## src/rtl/fft16_bitrev_buffer.sv

```systemverilog
// Input reorder stage for the 16-point FFT: captures a natural-order frame and replays it bit-reversed.
// Define FFT_BITREV_PINGPONG_EN to alternate between two banks so fill overlaps replay.
module fft16_bitrev_buffer #(
    parameter int N        = 16,
    parameter int PTS_LOG2 = 4
) (
    input  logic                i_clk,
    input  logic                i_rst,
    input  logic                i_valid,
    output logic                o_ready,
    input  logic [N-1:0]        i_re,
    input  logic [N-1:0]        i_im,
    output logic                o_valid,
    input  logic                i_ready,
    output logic [N-1:0]        o_re,
    output logic [N-1:0]        o_im,
    output logic [PTS_LOG2-1:0] o_index,
    output logic                o_last
);
    localparam int PTS = 1 << PTS_LOG2;

    logic [2*N-1:0]        mem [2][PTS];
    logic [PTS_LOG2-1:0]   wr_cnt_reg;
    logic [PTS_LOG2-1:0]   rd_cnt_reg;
    logic [PTS_LOG2-1:0]   rd_addr;
    logic                  wr_bank_reg;
    logic                  rd_bank_reg;
    logic [1:0]            full_reg;
    logic [2*N-1:0]        rd_word;
    logic                  accept;
    logic                  load;
    logic                  fill_done;
    logic                  drain_done;

    // Replay address is the read counter with its bits mirrored.
    generate
        for (genvar gi = 0; gi < PTS_LOG2; gi++) begin : g_bitrev
            assign rd_addr[gi] = rd_cnt_reg[PTS_LOG2-1-gi];
        end
    endgenerate

    assign o_ready    = ~i_rst & ~full_reg[wr_bank_reg];
    assign accept     = i_valid & o_ready;
    assign fill_done  = accept & (&wr_cnt_reg);
    assign load       = full_reg[rd_bank_reg] & (~o_valid | i_ready);
    assign drain_done = load & (&rd_cnt_reg);
    assign rd_word    = mem[rd_bank_reg][rd_addr];

    always_ff @(posedge i_clk) begin
        if (accept) begin
            mem[wr_bank_reg][wr_cnt_reg] <= {i_re, i_im};
        end
    end

    // A bank is released as soon as its last sample moves into the output
    // register, so refill can start while that sample is still waiting.
    always_ff @(posedge i_clk) begin
        if (i_rst) begin
            wr_cnt_reg  <= '0;
            rd_cnt_reg  <= '0;
            wr_bank_reg <= 1'b0;
            rd_bank_reg <= 1'b0;
            full_reg    <= 2'b00;
            o_valid     <= 1'b0;
            o_re        <= '0;
            o_im        <= '0;
            o_index     <= '0;
            o_last      <= 1'b0;
        end else begin
            if (accept) begin
                wr_cnt_reg <= wr_cnt_reg + 1'b1;
                if (fill_done) begin
                    full_reg[wr_bank_reg] <= 1'b1;
`ifdef FFT_BITREV_PINGPONG_EN
                    wr_bank_reg <= ~wr_bank_reg;
`endif
                end
            end
            if (load) begin
                o_valid    <= 1'b1;
                o_re       <= rd_word[2*N-1:N];
                o_im       <= rd_word[N-1:0];
                o_index    <= rd_cnt_reg;
                o_last     <= &rd_cnt_reg;
                rd_cnt_reg <= rd_cnt_reg + 1'b1;
                if (drain_done) begin
                    full_reg[rd_bank_reg] <= 1'b0;
`ifdef FFT_BITREV_PINGPONG_EN
                    rd_bank_reg <= ~rd_bank_reg;
`endif
                end
            end else if (i_ready) begin
                o_valid <= 1'b0;
            end
        end
    end
endmodule
```

## config.mk

```make
export PLATFORM = sky130hd
export DESIGN_NAME = fft16_bitrev_buffer
export DESIGN_NICKNAME = d
export VERILOG_FILES = /design/src/rtl/fft16_bitrev_buffer.sv
export SDC_FILE = /design/constraint.sdc
export NUM_CORES = 1
export LEC_CHECK = 0
export CAP_MARGIN = 20
export CORE_MARGIN = 5
export CORE_UTILIZATION = 35
export DETAILED_ROUTE_END_ITERATION = 10
export GPL_TIMING_DRIVEN = 0
export RECOVER_POWER = 25
export SLEW_MARGIN = 20
export SYNTH_ARGS = -nofsm -noshare
export SYNTH_HDL_FRONTEND = slang
export SYNTH_SLANG_ARGS = --single-unit
```

## constraint.sdc

```tcl
create_clock -name i_clk -period 5.6 [get_ports i_clk]
set_input_delay 1.4 -clock i_clk [delete_from_list [all_inputs] [get_ports i_clk]]
set_output_delay 1.4 -clock i_clk [all_outputs]
set_load 0.02 [all_outputs]
```

# == Word level (Yosys, flattened, before mapping) ==
# Memories as Yosys holds them, arrays and structs flattened.
# Cells that the tools add are included.
# word_totals
wordCells,43
input_bits,36
ram_bits,1024
output_inout_bits,39
regBits,48
n_memories,1
# op_classes
muxes,14
n_reduce_logical,4
order_cmp,3
addsub,2
n_bitwise,11
# mem_list
memory,depth,width,rd,rd_ports_with_merged_regs,wr,line_no,source
mem,2,512,1,0,1,22,logic [2*N-1:0] mem [2][PTS];
# ops
operator,count
$mux 512,1
$bmux 32 s4,1
$demux 32 s4,1
$mux 32,3
$ge 5x5->1 const B,2
$not 4->5,2
$add 4x1->4 const B,2
$reduce_and 4->1,2
$mux 1,7
$and 1x1->1,5
$lt 5x1->1 const B,1
$not 1->1,3
$mux 2,1
$reduce_bool 2->1,1
$logic_and 1x1->1,1
$or 1x1->1,1

# == Longest topological paths before layout ==
# Gate-level depths: netlist (run 1).
# logic_depth
word_depth,9
depth_mapped,6
ltp_nobuf,5

# == Least setup slack after synthesis (run 1) ==
# No wires, ideal clock.
# synth_timing
path_type,in2reg
startpoint,input port i_rst
endpoint,memory mem[0][416] (netlist bit) (enable)
cell_stages,4
path_buffers,1
arrival_time_ps,4270
setup_slack_ps,869
required_time_ps,5139
setup_ps,461
cell_sequence,buf_2 -> nor3b_2 -> nand2_1 -> nor3_1
# synth_via
elab_chain_len,5
# synth_lines
item,line_no,source
from (decl),8,"input logic i_rst,"
$not 1->1,42,assign o_ready = ~i_rst & ~full_reg[wr_bank_reg];
$and 1x1->1,42,
$and 1x1->1,43,assign accept = i_valid & o_ready;
$mux 1,50,if (accept) begin
$mux 512 (not written as such),51,"mem[wr_bank_reg][wr_cnt_reg] <= {i_re, i_im};"
to (decl),22,
# Every way passes these cells.

# == Final worst setup path (run 1) ==
# layout_timing
startpoint,input port i_rst
endpoint,output port o_ready
# layout_via
elab_chain_len,2
# layout_lines
item,line_no,source
$not 1->1,42,
$and 1x1->1,42,
to (decl),10,"output logic o_ready,"
# Every way passes these cells.

==> impl_metrics.ini, run 1 <==
[worst_setup_path]
crit_required_ns = 4.20
worstPathMaxFanout = 10
path_class = primary input to output port
critPathMaxStageDelay_ns = 0.68
arrival_ns = 2.93
r2r-end = mem[0][502]$_DFFE_PP_
cp-start-kind = primary input
r2r_setup_slack_ns = 2.74
cpMaxStageDelayCell = clkdlybuf4s50_1
reg2reg_depth = 6
worstSetupEndpointType = output port
r2r-start = full_reg[0]$_SDFF_PP0_
path_cells = buf_2 > buf_1 > nor2_1 > clkdlybuf4s50_1

[detailed_routing]
vias = 10345
detail_route.wirelength_um = 50300
drtIter0Drc = 956
firstDrtPassIters = 5
vias_per_cell = 5.29
postRouteAntennaNets = 0
drcViolationCount = 0
wire_per_inst_um = 25.7

[finish]
finalCoreUtilization_pct = 42.6
regMostFlops = mem
layout-drive-gt1-share_pct = 25.9
fin_nets = 1181
reg_top3 = mem: 512 flops, o_im: 16 flops, o_re: 16 flops
area_delta_synth_final_pct = 20.2
multi_input_area_sq_um = 4440
antennaDiodeCount = 0
nFillCells = 5086
largest_reg_flops = 512
final-seq-area_sq_um = 16300

[yosys]
synth_nets = 1013
netlist.area_leader.share_pct = 73.3
synth-seq-cells = 559
yosysSeqAreaShare_pct = 77.8
synthTopCellsByArea = edfxtp_1 (73%), mux4_2 (14%), dfxtp_1 (4.5%)
synthCells = 972
syn_area_sq_um = 21000
synth_top_area_cell = edfxtp_1
avgSynthCellArea_sq_um = 21.6
synth_edf_count = 512
yosys-top-cells-count = edfxtp_1 (512), mux4_2 (129), dfxtp_1 (47), nand2_1 (40), nand3_1 (38)
yosysMostFrequentCell = edfxtp_1
synthArstFlopShare_pct = 0
yosys_warnings = 0
synth_cell_types = 36
synth-main-ff-cell = edfxtp_1

[power]
leakagePower_nw = 7.75
p_per_area_nw_per_um2 = 332
p_sw_mw = 1.62
clkPwrFrac_pct = 43.5
swShare_pct = 19.4
internal-power_mw = 6.75
pwr-share-comb_pct = 1.8
max-vdd-ir-drop_uv = 261
seqPwrFrac_pct = 54.8

[timing]
skew_ns = 0.0131
finalCritPeriodShare_pct = 77.2
layout_min_cycle_time_ns = 4.33
tightest_slew_ns = 1.02
slew_headroom_pct = 31.7
slew_viol_final = 0
fmax_mhz = 231
setup_ws_ns = 1.27
rsz0062_at_grt = no
finalSetupViolations = 0
hold_viol_final = 0

[global_route]
track_usage_pct = 15.5
grt_max_degree = 18
grt_pass1_wl_um = 73500
grt_pass1_vias = 10615
antenna_found_initial = 2
overflow = 0

[placed_design]
portBuffers = 73
gp_congestion = 0.768
place_ws_ns = 1.28
dpl.hpwl_um = 32800

[worst_hold_path]
min_path_cells = 2
worstHoldEndpoint = o_im[1]$_SDFFE_PP0P_
hp-class = flop to flop
hold_start = o_im[1]$_SDFFE_PP0P_

[status]
status = finished, final reports clean

[clock_network]
cts_setup_buffers = 0
cts_buffer_depth = 3
clk_pin_slew_ns = 0.06
cts-resized-gates = 0
htreeDepth = 2
cts_buffers = 54
cts_tree = built
cts.sinks = 559
hold_buffers = 0
root_buffer = clkbuf_16
worst_skew_pair.late_latency_ns = 0.60

[floorplanning]
die_y_um = 255
fp.coreArea_sq_um = 59100
rows = 89
start_util_pct = 35.5
die-width_um = 255
io_pins = 75
dieArea_sq_um = 64900

[flow_run]
maxCapViolCount = 0
-- worst max-delay path by stage --
stage / cells past startpoint / slack [ns] / startpoint / endpoint
after floorplan: 4 / 0.87 / i_rst / mem[0][416]$_DFFE_PP_
after global placement: 4 / -2.84 / i_valid / mem[0][454]$_DFFE_PP_
after detailed placement: 4 / 1.28 / i_rst / o_ready
after CTS: 4 / 1.28 / i_rst / o_ready
after global routing: 4 / 1.23 / i_rst / o_ready
final: 4 / 1.27 / i_rst / o_ready
-- through the flow --
step | area (sq um) | hold WS, ns | total power [mW] | instances | setup TNS [ns]
floorplan | 21000 | 0.469 | 4.72 | 972 | 0
global placement | 22700 | 0.452 | 4.81 | 1818 | -516.02
detailed placement | 23400 | 0.459 | 4.83 | 1857 | 0
CTS | 25200 | 0.474 | 8.45 | 1957 | 0
global route | 25200 | 0.513 | 8.64 | 1957 | 0
finish | 25200 | 0.467 | 8.37 | 1957 | 0
-- routing by layer --
layer	vias up	global-route usage (%)	routed length [um]
met5	-	0	13
met4	2	4.32	1260
met3	83	2.67	3560
met2	374	24.8	24000
met1	5481	22.3	21400
li1	4405	-	-
-- power groups by stage --
stage / Sequential [mW] / Clock (mW) / Combinational [mW]
after floorplan: 4.67 / 0 / 0.0418
after global routing: 4.58 / 3.89 / 0.160
after global placement: 4.68 / 0 / 0.132
after CTS: 4.59 / 3.71 / 0.152
after detailed placement: 4.67 / 0 / 0.151
final: 4.59 / 3.64 / 0.148
-- layout make-up --
cell class	count	area share [%]
buffer	55	1.19
clock buffer	80	6.23
clock inverter	20	0.869
inverter	5	0.0745
multi-input combinational	353	17.6
sequential	559	64.7
tap	773	3.84
timing repair buffer	112	5.47
-- cell families (layout without fill, tap and decap cells) --
group                    Yosys count  after routing  synth area share, %
AO/OA/AOI/OAI                     70             70                 2.52
XOR/XNOR                           6              6                0.251
adder cells (fa/ha/maj)            5              5                0.298
buffers and inverters             60            272                 1.52
flip-flops                       559            559                 77.8
multiplexers                     146            146                 14.7
AND/OR/NAND/NOR                  126            126                 2.91
-- layout by cell type, fill, tap and decap left out, types with 14 or more instances in the layout --
cell type	synthesis	final
a22oi_1	28	28
nor2_1	26	14
dfxtp_1	47	47
edfxtp_1	512	512
o2111ai_1	17	17
o211ai_1	14	14
buf_4	10	23
buf_2	20	20
mux2i_1	17	17
clkbuf_1	17	32
mux4_2	129	129
clkbuf_16	0	55
nand2_1	40	40
clkdlybuf4s50_1	0	54
nand3_1	38	38
dlygate4sd3_1	0	19
-- worst max-delay path: cells and delay by family --
kind	cells	cell delay, ns
simple gates	1	0.34
buf+inv	3	1.17
Note: power is estimated with default switching activity, not from simulation.
==> run 2, diff against run 1 <==
clock period = 4.5 ns   (was 5.6 ns; I/O delays follow)
==> results of run 2 <==
The final DEF is identical to that of run 1. Status: finished, final reports clean.
Main changes from that run: setup slack after placement 1.28 ns -> 0.540 ns; setup slack after layout 1.27 ns -> 0.725 ns; register-to-register setup slack 2.74 ns -> 1.64 ns; total power 8.37 mW -> 10.4 mW; worst IR drop on VDD 261 uV -> 325 uV
==> run 3, diff against run 2 <==
clock period = 3.2 ns   (was 4.5 ns; I/O delays follow)
==> impl_metrics.ini, run 3 (synthesis results as in run 1) <==
[clock_network]
root_buffer = clkbuf_16
worst_skew_pair.late_latency_ns = 0.60
cts_buffer_depth = 3
htreeDepth = 2
hold_buffers = 0
cts.sinks = 559
clk_pin_slew_ns = 0.06
cts_setup_buffers = 0
cts_buffers = 54
cts_tree = built
cts-resized-gates = 0

[finish]
layout-drive-gt1-share_pct = 25.1
finalCoreUtilization_pct = 42.3
reg_top3 = mem: 512 flops, o_im: 16 flops, o_re: 16 flops
regMostFlops = mem
area_delta_synth_final_pct = 19.2
final_cell_mix = edfxtp_1 (512), mux4_2 (129), clkbuf_16 (55)
layout_commonest_cell = edfxtp_1
fin_nets = 1167
largest_reg_flops = 512

[global_route]
grt_pass1_vias = 10633
track_usage_pct = 15.5
antenna_found_initial = 3
overflow = 0
grt_pass1_wl_um = 73100
grt_max_degree = 19

[worst_setup_path]
critPathMaxStageDelay_ns = 0.68
startpoint = full_reg[0]$_SDFF_PP0_
r2r-start = full_reg[0]$_SDFF_PP0_
worstSetupEndpointType = output port
cpLargestDelayFamily = buffers and inverters
arrival_ns = 2.26
worstPathMaxFanout = 10
path_cells = buf_1 > nor2_1 > clkdlybuf4s50_1
critPathBufInv = 2
cpMaxStageDelayCell = clkdlybuf4s50_1
cp-start-kind = flop
path_class = flop to output port
crit_required_ns = 2.40

[placed_design]
place_ws_ns = -0.256
gp_congestion = 0.765
dpl.hpwl_um = 32000
portBuffers = 73

[floorplanning]
start_util_pct = 35.5
die_y_um = 255
rows = 89
io_pins = 75
fp.coreArea_sq_um = 59100
dieArea_sq_um = 64900
die-width_um = 255

[status]
status = finished, final reports clean

[power]
max-vdd-ir-drop_uv = 369
finalPower_mw = 14.5
leakagePower_nw = 7.62
p_per_area_nw_per_um2 = 578

[detailed_routing]
vias_per_cell = 5.30
postRouteAntennaNets = 0
wl_met3_um = 3370
wire_per_inst_um = 25.9
drcViolationCount = 0
drt-met1-wl_um = 21900
detail_route.wirelength_um = 50400
top_layer = met5
drtIter0Drc = 959
route.met2.wl_um = 23800
vias = 10306
firstDrtPassIters = 5

[timing]
finalSetupTns_ns = 0
slew_headroom_pct = 31.2
finalCritPeriodShare_pct = 95.7
hold_viol_final = 0
fmax_mhz = 326
layout_min_cycle_time_ns = 3.06
skew_ns = 0.0152
finalSetupViolations = 0
tightest_slew_ns = 1.03
whs_ns = 0.483
setup_ws_ns = 0.136
slew_viol_final = 0
rsz0062_at_grt = no

[flow_run]
maxCapViolCount = 0

[worst_hold_path]
hold_start = o_im[3]$_SDFFE_PP0P_
hp-class = flop to flop
## run 3: cell types whose count changed in the layout (fill, tap and decap cells not counted), sizes merged
cell,before,now
dlygate4sd3,19,21
clkdlybuf4s50,54,52
buf,77,63
clkinv,12,20
bufinv,4,2
clkbuf,97,93
diode,0,1
inv,6,7
clkinvlp,3,1
## run 3: per-stage QoR
| step | std cells | instance area [sq um] |
|---|---|---|
| 6_report | 1945 | 25000 |
| 3_3_place_gp | 1818 | 22700 |
| 3_5_place_dp | 1844 | 23300 |
| 5_1_grt | 1945 | 25000 |
| 2_1_floorplan | 972 | 21000 |
| 4_1_cts | 1945 | 25000 |
## run 3: layout make-up
cell class | count | area, sq um
Inverter | 5 | 18.8
Antenna cell | 1 | 2.50
Tap cell | 773 | 967
Timing Repair Buffer | 99 | 1220
Sequential cell | 559 | 16300
Buffer | 54 | 295
Fill cell | 5095 | 34100
Clock buffer | 76 | 1530
Clock inverter | 25 | 181
Multi-Input combinational cell | 353 | 4460
## run 3: path summary, 6_finish.rpt
| kind | endpoint | slack (ns) | depth (start not counted) |
|---|---|---|---|
| max reg2reg | mem[0][225]$_DFFE_PP_ | 0.45 | 5 |
| max | o_ready | 0.14 | 3 |
| min reg2reg | o_im[3]$_SDFFE_PP0P_ | 0.48 | 2 |
| min | o_im[3]$_SDFFE_PP0P_ | 0.48 | 2 |
## run 3: power breakdown
group,switching (mW),internal (mW)
sequential,0.0115,8.01
combinational,0.179,0.0811
clock,2.69,3.48
## run 3: worst reg2reg max path: stages (launching register included)
cell     delay [ns]
dfxtp_1        0.33
buf_1          0.27
nor3b_2        0.50
nand2_1        0.35
nor2_4         0.70
buf_12         0.28
## run 3: layer usage
layer  vias up  track usage [%]
met5         -                0
met4         4             4.55
met3        82             3.04
met2       377             24.6
met1      5461             22.1
li1       4382                -
